### src/rtl/ps2_scancode_decoder.sv
// PS/2 Set-2 scan code decoder: prefix FSM, typematic filter, press counter and ASCII FIFO.
// Optional macro KBD_SHIFT_EN enables shift tracking and uppercase letters.
module ps2_scancode_decoder #(
  parameter int unsigned FIFO_DEPTH = 4,
  parameter int unsigned CNT_W      = 8
) (
  input  logic             clk,
  input  logic             rst,
  input  logic             code_valid,
  input  logic [7:0]       code,
  output logic             out_valid,
  output logic [7:0]       out_data,
  input  logic             out_ready,
  output logic             key_down,
  output logic [7:0]       last_make,
  output logic [CNT_W-1:0] press_count,
  output logic             shift_active,
  output logic             overflow
);

  localparam int unsigned PW = (FIFO_DEPTH > 1) ? $clog2(FIFO_DEPTH) : 1;
  localparam int unsigned CW = PW + 1;
  localparam logic [7:0] BRK_CODE = 8'hF0;
  localparam logic [7:0] EXT_CODE = 8'hE0;

  typedef enum logic [1:0] {S_IDLE, S_BRK, S_EXT, S_EXT_BRK} state_e;

  state_e             state_q, state_d;
  logic [7:0]         held_q, held_d;
  logic [7:0]         last_q, last_d;
  logic               key_down_q, key_down_d;
  logic [CNT_W-1:0]   cnt_q, cnt_d;
  logic [7:0]         mem_q [FIFO_DEPTH];
  logic [7:0]         mem_d [FIFO_DEPTH];
  logic [PW-1:0]      wr_q, wr_d, rd_q, rd_d;
  logic [CW-1:0]      fill_q, fill_d;
  logic               valid_q, valid_d;
  logic [7:0]         head_q, head_d;
  logic               ovf_q, ovf_d;
  logic               shift_q, shift_d;

  logic               make_ev, brk_ev, repeat_ev, new_make;
  logic               is_shift_code, upper;
  logic [8:0]         lut;
  logic [7:0]         push_data;
  logic               push, pop, full, wr_en;

  // Lowercase lookup; bit 8 marks a letter so shift can uppercase it.
  function automatic logic [8:0] ascii_lut(input logic [7:0] c);
    logic [8:0] r;
    r = 9'h000;
    unique case (c)
      8'h1C: r = {1'b1, 8'h61}; 8'h32: r = {1'b1, 8'h62}; 8'h21: r = {1'b1, 8'h63};
      8'h23: r = {1'b1, 8'h64}; 8'h24: r = {1'b1, 8'h65}; 8'h2B: r = {1'b1, 8'h66};
      8'h34: r = {1'b1, 8'h67}; 8'h33: r = {1'b1, 8'h68}; 8'h43: r = {1'b1, 8'h69};
      8'h3B: r = {1'b1, 8'h6A}; 8'h42: r = {1'b1, 8'h6B}; 8'h4B: r = {1'b1, 8'h6C};
      8'h3A: r = {1'b1, 8'h6D}; 8'h31: r = {1'b1, 8'h6E}; 8'h44: r = {1'b1, 8'h6F};
      8'h4D: r = {1'b1, 8'h70}; 8'h15: r = {1'b1, 8'h71}; 8'h2D: r = {1'b1, 8'h72};
      8'h1B: r = {1'b1, 8'h73}; 8'h2C: r = {1'b1, 8'h74}; 8'h3C: r = {1'b1, 8'h75};
      8'h2A: r = {1'b1, 8'h76}; 8'h1D: r = {1'b1, 8'h77}; 8'h22: r = {1'b1, 8'h78};
      8'h35: r = {1'b1, 8'h79}; 8'h1A: r = {1'b1, 8'h7A};
      8'h45: r = {1'b0, 8'h30}; 8'h16: r = {1'b0, 8'h31}; 8'h1E: r = {1'b0, 8'h32};
      8'h26: r = {1'b0, 8'h33}; 8'h25: r = {1'b0, 8'h34}; 8'h2E: r = {1'b0, 8'h35};
      8'h36: r = {1'b0, 8'h36}; 8'h3D: r = {1'b0, 8'h37}; 8'h3E: r = {1'b0, 8'h38};
      8'h46: r = {1'b0, 8'h39};
      8'h29: r = {1'b0, 8'h20}; 8'h5A: r = {1'b0, 8'h0D};
      default: r = 9'h000;
    endcase
    return r;
  endfunction

  // Prefix FSM next state
  always_comb begin
    state_d = state_q;
    if (code_valid) begin
      unique case (state_q)
        S_IDLE: begin
          if (code == BRK_CODE)      state_d = S_BRK;
          else if (code == EXT_CODE) state_d = S_EXT;
        end
        S_BRK:   state_d = S_IDLE;
        S_EXT:   state_d = (code == BRK_CODE) ? S_EXT_BRK : S_IDLE;
        default: state_d = S_IDLE;
      endcase
    end
  end

  assign make_ev = code_valid && (state_q == S_IDLE) && (code != BRK_CODE) && (code != EXT_CODE);
  assign brk_ev  = code_valid && (state_q == S_BRK);

  logic [1:0] shift_bits_q, shift_bits_d;
`ifdef KBD_SHIFT_EN
  assign is_shift_code = (code == 8'h12) || (code == 8'h59);
  assign upper         = |shift_bits_q;

  always_comb begin
    shift_bits_d = shift_bits_q;
    if (make_ev && code == 8'h12) shift_bits_d[0] = 1'b1;
    if (make_ev && code == 8'h59) shift_bits_d[1] = 1'b1;
    if (brk_ev && code == 8'h12)  shift_bits_d[0] = 1'b0;
    if (brk_ev && code == 8'h59)  shift_bits_d[1] = 1'b0;
  end
`else
  assign is_shift_code = 1'b0;
  assign upper         = 1'b0;
  assign shift_bits_d  = 2'b00;
`endif
  assign shift_d = |shift_bits_d;

  // Held key tracking and press counting
  always_comb begin
    repeat_ev  = make_ev && key_down_q && (code == held_q);
    new_make   = make_ev && !is_shift_code && !repeat_ev;
    held_d     = held_q;
    last_d     = last_q;
    key_down_d = key_down_q;
    cnt_d      = cnt_q;
    if (new_make) begin
      held_d     = code;
      last_d     = code;
      key_down_d = 1'b1;
      cnt_d      = cnt_q + CNT_W'(1);
    end else if (brk_ev && code == held_q) begin
      key_down_d = 1'b0;
    end
  end

  assign lut       = ascii_lut(code);
  assign push_data = (lut[8] && upper) ? (lut[7:0] - 8'h20) : lut[7:0];
  assign push      = new_make && (push_data != 8'h00);

  // FIFO next state; a pop frees the slot a same-cycle push needs
  always_comb begin
    pop    = valid_q && out_ready;
    full   = (fill_q == CW'(FIFO_DEPTH));
    wr_en  = push && (!full || pop);
    mem_d  = mem_q;
    wr_d   = wr_q;
    rd_d   = rd_q;
    fill_d = fill_q;
    ovf_d  = ovf_q || (push && full && !pop);
    if (wr_en) begin
      mem_d[wr_q] = push_data;
      wr_d        = wr_q + PW'(1);
    end
    if (pop) rd_d = rd_q + PW'(1);
    unique case ({wr_en, pop})
      2'b10:   fill_d = fill_q + CW'(1);
      2'b01:   fill_d = fill_q - CW'(1);
      default: fill_d = fill_q;
    endcase
    valid_d = (fill_d != CW'(0));
    head_d  = mem_d[rd_d];
  end

  always_ff @(posedge clk or negedge rst) begin
    if (!rst) begin
      state_q      <= S_IDLE;
      held_q       <= 8'h00;
      last_q       <= 8'h00;
      key_down_q   <= 1'b0;
      cnt_q        <= '0;
      wr_q         <= '0;
      rd_q         <= '0;
      fill_q       <= '0;
      valid_q      <= 1'b0;
      head_q       <= 8'h00;
      ovf_q        <= 1'b0;
      shift_q      <= 1'b0;
      shift_bits_q <= 2'b00;
      for (int i = 0; i < int'(FIFO_DEPTH); i++) mem_q[i] <= 8'h00;
    end else begin
      state_q      <= state_d;
      held_q       <= held_d;
      last_q       <= last_d;
      key_down_q   <= key_down_d;
      cnt_q        <= cnt_d;
      wr_q         <= wr_d;
      rd_q         <= rd_d;
      fill_q       <= fill_d;
      valid_q      <= valid_d;
      head_q       <= head_d;
      ovf_q        <= ovf_d;
      shift_q      <= shift_d;
      shift_bits_q <= shift_bits_d;
      mem_q        <= mem_d;
    end
  end

  assign out_valid    = valid_q;
  assign out_data     = head_q;
  assign key_down     = key_down_q;
  assign last_make    = last_q;
  assign press_count  = cnt_q;
  assign shift_active = shift_q;
  assign overflow     = ovf_q;

endmodule

### config.mk
export PLATFORM = sky130hd
export DESIGN_NAME = ps2_scancode_decoder
export DESIGN_NICKNAME = d
export VERILOG_FILES = /design/src/rtl/ps2_scancode_decoder.sv
export SDC_FILE = /design/constraint.sdc
export NUM_CORES = 1
export LEC_CHECK = 0
export CAP_MARGIN = 20
export CORE_ASPECT_RATIO = 0.6
export CORE_MARGIN = 4
export CORE_UTILIZATION = 25
export CTS_CLUSTER_DIAMETER = 50
export DETAILED_ROUTE_END_ITERATION = 8
export HOLD_SLACK_MARGIN = 0.15
export MAX_ROUTING_LAYER = met4
export SETUP_SLACK_MARGIN = 0.15
export SYNTH_ARGS = -nofsm -noshare
export SYNTH_HDL_FRONTEND = slang
export SYNTH_SLANG_ARGS = --single-unit
export TNS_END_PERCENT = 100
### constraint.sdc
create_clock -name clk -period 3.24 [get_ports clk]
set_input_delay 0.81 -clock clk [delete_from_list [all_inputs] [get_ports clk]]
set_output_delay 0.81 -clock clk [all_outputs]
set_load 0.01 [all_outputs]
==> impl_results.md, run 1 <==
* Count of buffers from port buffering at 38
* Clk pin slew, worst setup/hold paths at around 0.060 ns
* Met1 Use GR at 0.237
* ANT cells at 0
* Worst setup EP type: flip-flop
* Mapped cell area at around 4400 um^2
* YS warnings at 0
* PwrDens at between 700 and 800 nW/um^2
* Unrepaired setup endpoints after global routing: true
* Period utilisation layout at 1.01
* Failing checks: negative setup slack
* Register bit total from synthesis at 68
* Max rail drop VDD at around 0.35 mV
* DPL Wire Length at 11.2 mm
* Fin Clk Skew at approximately 0.011 ns
* Placed insts at ~840
* Largest net degree at the start of global routing at 27
* TritonCTS clock tree: done
* Ratio of cells with drive above 1 in the final layout at 0.377
* Synth-to-layout area growth at 51.5%
* Filler Cells Inserted at approximately 1700
* CP endpoint: out_valid
* Routed WL at 14.8 mm
* Netlist cell types at 81
* CP dominant cell by count: buf_8
* Total vias in the final route at between 4000 and 5000
* WP data required at approximately 3.5 ns
* Ys async rst share at 1.00
* Element type at the critical path start: input port
* Slew @ Worst Pin at 0.666 ns
* CTS H-tree lvls at 3
* Slew HR at 0.553
* WP depth at 17
* Area of the multi-input gates at 2850 um^2
* Leak Pwr at 2.84 nW
* Max-capacitance violation count at 0
* Final GP Congestion at about 0.95
* Hold Slack at approximately 0.46 ns
* Crit Path Max Fanout at 8
* Dpl ws at -0.994 ns
* Tmin final at 3.27 ns
* Post-Synthesis Cells at between 400 and 500
* Hold Path Class: in2async
* Critical path's slowest cell: fa_2
* ANT nets after route at 0
* TritonCTS sink count at about 70
* Critical path origin: code[1]
* Main synth FF type: dfrtp_1
* R2r setup slk at approximately 0.80 ns
* GR peak layer: met1
* DRT Pass-1 Iters at 5
* Starting Density at 0.257
* Grt met3 use at 0.0334
* Global-route wire length before repair at 23.5 mm
* Buf/Inv on CP at 5
* Mean Syn Cell Area at 9.08 um^2
* Total core area at 17200 um^2
* Placed cell areas at ~5800 um^2
* Fmax at 305 MHz
* R2r startpoint: state_q[1]
* 1st-iter DRT viols at between 400 and 500
* GR Util All Layers at 0.149
* CTS Root Cell: clkbuf_16
* Worst path max stage delay at about 0.55 ns
* Register area share after synthesis at 0.385
* Final hold viol count at 0
* Total grt overflow at 0
* Crit-path cells: buf_6, buf_8, buf_8, ha_2, buf_4, nand2b_1, o311ai_1, o2111ai_2, o2111a_2, and4_4, o21ai_4, inv_2, fa_2, nor2b_2, a21oi_1, mux2i_1, a31oi_1
* Avg WL per Cell at between 15 and 20 um
* Chip Height at around 110 um
* Status: complete, but fails checks
* Rows at 37
* # nets final at 668
* Setup violators final at 2
* Syn nets at 512
* Maximum clock path buffer count at 2
* GR met2 Demand/Resource at 0.193
* Number of CTS-inserted buffers at 9
* Reg area at 1700 um^2
* Crit path kind: in2reg
* Skew-Pair Late Insertion Delay at between 0.3 and 0.4 ns
* Pins Over Slew Limit at 0
* DR vias/cell at 4.94
* Min setup slack post-route at -0.0333 ns
* Area of the die at about 20000 um^2
* Reg2Reg Depth at 11
* Post-synth EDFFs at 0
* FF-to-FF End: out_valid
* Crit-path leading delay family: compound AO/OA/AOI/OAI gates
* DRC at 0
* Crit path DAT at about 3.5 ns
* Vias in the first global route at 4249
* Post-route cell area at roughly 6700 um^2
* Post-route insts no fill at 882
* Chip Width at between 150 and 200 um
* Initial antenna violation count at 0
* I/O pin count at 40
-- kinds of logic after synthesis --
| kind of cell | synth area share |
|---|---|
| multiplexers | 0.0405 |
| adder cells (fa/ha/maj) | 0.0385 |
| AO/OA/AOI/OAI | 0.230 |
| flip-flops | 0.385 |
| other | 0.000848 |
| XOR/XNOR | 0.0396 |
| AND/OR/NAND/NOR | 0.208 |
| buffers and inverters | 0.0577 |
-- cell type report --
| type | count | share of cell area |
|---|---|---|
| Multi-Input combinational cell | 374 | 0.425 |
| Sequential cell | 68 | 0.254 |
| Timing Repair Buffer | 175 | 0.223 |
| Tap cell | 234 | 0.0437 |
| Clock buffer | 10 | 0.0357 |
| Inverter | 15 | 0.00952 |
| Clock inverter | 6 | 0.00934 |
-- power by group --
part	switching, mW	total, mW	leakage, nW	internal (mW)
Clock	0.378	0.994	0.153	0.616
Combinational	1.20	2.33	1.84	1.13
Sequential	0.236	1.41	0.848	1.17
-- state kept, by name, indices dropped and copies added, names as in the netlist --
name and count:
state_q 2, press_count 8, overflow 1, out_valid 1, out_data 8, mem_q 32, rd_q 2, key_down 1
last_make 8, fill_q 3, wr_q 2
-- what timing repair did --
action	in CTS	in global routing
endpoints found under the setup margin	48	33
hold buffers	0	0
endpoints found under the hold margin	0	0
pin swaps	22	23
setup buffers	18	7
resized for setup	61	69
-- per-stage QoR --
step	total power [mW]	setup TNS [ns]	util
CTS	4.46	-0.0214	0.368
floorplan	2.48	-0.638	-
global placement	3.30	-25.34	0.334
detailed placement	3.34	-27.97	0.334
finish	4.72	-0.0434	0.389
global route	5.05	-0.235	0.389
-- worst min-delay path by stage --
stage                         startpoint              to  depth (start not counted)
after floorplan                mem_q[12]       mem_q[12]                          2
after global placement    press_count[7]  press_count[7]                          1
after detailed placement  press_count[7]  press_count[7]                          1
after CTS                            rst        key_down                          1
after global routing      press_count[7]  press_count[7]                          1
final                                rst        key_down                          1
-- Yosys cell counts, drive strengths merged (6+ instances only) --
master | n | area share
o21ai | 49 | 0.056
a21oi | 19 | 0.022
nand3b | 6 | 0.010
mux2i | 10 | 0.023
a31oi | 10 | 0.014
ha | 12 | 0.034
o31ai | 7 | 0.014
nand2b | 10 | 0.014
nor3 | 10 | 0.014
buf | 24 | 0.040
nand3 | 15 | 0.017
clkbuf | 6 | 0.0051
o32ai | 6 | 0.012
xnor2 | 18 | 0.036
dfrtp | 68 | 0.38
nor2 | 29 | 0.026
and2 | 10 | 0.014
nand2 | 64 | 0.054
nor2b | 14 | 0.020
inv | 14 | 0.012
-- metal layers --
metal | routed length, um | up-vias
met3 | 879 | 7
met4 | 62 | 0
li1 | - | 2083
met5 | 0 | -
met1 | 7870 | 2135
met2 | 5980 | 131
-- cell usage in the layout (no fill, tap or decap), types with 4 or more instances in the layout --
cell type / count
nor2_1: 24
buf_4: 116
a21oi_2: 4
a31oi_1: 9
ha_1: 6
buf_8: 4
clkbuf_16: 9
nand3b_1: 6
inv_1: 10
nor2b_1: 8
xnor2_1: 18
o31ai_2: 4
clkdlybuf4s50_1: 29
buf_2: 4
o22ai_1: 4
nand3_1: 9
nor3_1: 6
mux2i_1: 9
o21ai_0: 39
o21a_1: 4
nor2_4: 4
and2_1: 6
buf_6: 18
nand4_1: 5
mux2_2: 4
o32ai_2: 5
nand2b_1: 9
o21ai_1: 7
a21oi_1: 15
dfrtp_1: 68
o211ai_1: 4
nand2_1: 63
a211o_1: 4
ha_4: 4
No activity file was read; power rests on OpenSTA's default activity.
==> run 2: changes to the inputs <==
CTS_CLUSTER_DIAMETER = 30   (was 50)
PLACE_DENSITY = 0.51   (was not set)
==> impl_results.md, run 2 (same netlist as run 1, synthesis figures left out) <==
* Status: complete, but fails checks
* Failing checks: negative setup slack
* Chip Height at between 100 and 150 um
* Pins Over Slew Limit at 0
* Max rail drop VDD at approximately 0.3 mV
* CP dominant cell by count: buf_6
* Crit path kind: in2reg
* Avg WL per Cell at 17.1 um
* CTS Hold Buffers Added at 0
* Final hold viol count at 0
* Global-route wire length before repair at approximately 24 mm
* Area of the die at 20000 um^2
* Hold Path Class: in2async
* TritonCTS clock tree: done
* Crit-path leading delay family: compound AO/OA/AOI/OAI gates
* Combinational share of power at 0.496
* Most common cell after layout, fill and taps aside: buf_4
* Fin Clk Skew at about 0.0064 ns
* Placed insts at 859
* Total grt overflow at 0
* Largest net degree at the start of global routing at 31
* Ratio of cells with drive above 1 in the final layout at 0.398
* TritonCTS sink count at between 60 and 70
* Crit path DAT at about 3.5 ns
* Final GP Congestion at 0.918
* Commonest non-fill, non-tap cells in the layout: 128 x buf_4, 68 x dfrtp_1, 57 x nand2_1
* Starting Density at 0.257
* CTS Root Cell: clkbuf_16
* CP endpoint: out_valid
* Max reg flops at 32
* Crit-path cells: buf_6, buf_8, inv_8, ha_4, buf_6, a211o_1, a22o_1, o2111ai_2, o2111a_1, and4_4, o21ai_4, inv_2, fa_1, nor2b_2, a21oi_2, mux2i_1, a31oi_1
* Post-route insts no fill at 897
* Flop pwr share at 0.294
* GR Util All Layers at 0.154
* DRT Pass-1 Iters at 5
* 1st-iter DRT viols at 353
* DPL Wire Length at 11.4 mm
* Worst path max stage delay at roughly 0.44 ns
* Vias in the first global route at approximately 4300
* Synth-to-layout area growth at 54.3%
* Leak Pwr at about 2.9 nW
* Buf/Inv on CP at 5
* DR vias/cell at roughly 5
* WP data required at 3.46 ns
* Setup TNS at -0.150 ns
* PwrDens at roughly 700 nW/um^2
* Switching share of power at 0.384
* Biggest register: mem_q
* Min setup slack post-route at -0.0888 ns
* I/O pin count at 40
* Dpl ws at -0.919 ns
* Worst setup EP type: flip-flop
* Number of CTS-inserted buffers at 9
* Routed WL at about 15 mm
* R2r startpoint: last_make[1]
* Tmin final at ~3.3 ns
* Post-layout util at 0.396
* Setup violators final at 2
* Count of buffers from port buffering at 38
* DRC at 0
* Slew @ Worst Pin at around 0.55 ns
* Unrepaired setup endpoints after global routing: true
* FF-to-FF End: out_valid
* Clk pin slew, worst setup/hold paths at ~0.06 ns
* ANT cells at 0
* Crit Path Max Fanout at 6
* Max-capacitance violation count at 0
* R2r setup slk at ~0.84 ns
* Rows at 37
* ANT nets after route at 0
* Critical path origin: code[1]
* Chip Width at approximately 180 um
* Internal power at 2.96 mW
* WP depth at 17
* Pwr Total at 4.80 mW
* Total core area at around 17000 um^2
* Critical path's slowest cell: fa_1
* Clock power share at 0.210
* Fmax at between 300 and 400 MHz
* Skew-Pair Late Insertion Delay at roughly 0.34 ns
* Psw at approximately 1.8 mW
* Initial antenna violation count at 0
* CTS H-tree lvls at 3
* Reg2Reg Depth at 11
* Period utilisation layout at 1.03
* Total vias in the final route at 4463
* Maximum clock path buffer count at 2
* Element type at the critical path start: input port
* Slew HR at 0.631
* # nets final at 683
[run 2: cell count changes in the layout (fill, tap and decap cells not counted), sizes merged]
cell	before	now
buf	143	157
clkbuf	10	12
clkinvlp	0	2
dlygate4sd2	2	0
clkinv	5	4
dlymetal6s2s	1	2
inv	15	14
[run 2: layout make-up]
cell class / count / area [um^2]
Fill cell: 1720 / 10400
Multi-Input combinational cell: 374 / 2850
Sequential cell: 68 / 1700
Timing Repair Buffer: 190 / 1610
Tap cell: 234 / 293
Clock buffer: 10 / 239
Inverter: 15 / 66.3
Clock inverter: 6 / 63.8
[run 2: what timing repair did]
| item | in CTS | in global routing |
|---|---|---|
| setup endpoints to repair | 43 | 34 |
| cloned | 1 | 0 |
| gates resized for setup | 44 | 90 |
| setup buffers | 13 | 8 |
| pin swaps | 18 | 29 |
[run 2: per-stage QoR]
stage               hold WS, ns  cell area [um^2]
floorplan                 0.450              4470
global placement          0.460              5890
detailed placement        0.467              5890
CTS                       0.464              6420
global route              0.491              6830
finish                    0.452              6830
[run 2: how the worst min path moves through the flow]
stage | endpoint | slack [ns] | cells past startpoint
2_1_floorplan | mem_q[12] | 0.45 | 2
3_3_place_gp | press_count[7] | 0.46 | 1
3_5_place_dp | press_count[7] | 0.47 | 1
4_1_cts | fill_q[1] | 0.46 | 1
5_1_grt | last_make[7] | 0.49 | 1
6_report | fill_q[1] | 0.45 | 1
[run 2: power groups by stage]
| stage | sequential (mW) | clock (mW) | combinational, mW |
|---|---|---|---|
| final | 1.41 | 1.01 | 2.38 |
| after global routing | 1.45 | 1.06 | 2.57 |
| after CTS | 1.39 | 1.03 | 2.08 |
| after detailed placement | 1.40 | 0 | 1.96 |
| after global placement | 1.39 | 0 | 1.94 |
| after floorplan | 1.39 | 0 | 1.10 |
[run 2: routing by layer]
layer | GRT usage | vias up | part of all wire
met3 | 0.0311 | 14 | 0.054
met5 | - | - | 0
met2 | 0.206 | 115 | 0.42
met1 | 0.236 | 2212 | 0.52
li1 | - | 2122 | -
met4 | 0.0315 | 0 | 0.0077
==> run 3: changes to the inputs <==
CAP_MARGIN = 10   (was 20)
CTS_CLUSTER_SIZE = 8   (was not set)
==> results of run 3 <==
Final layout, timing and power as in run 2 (identical DEF).
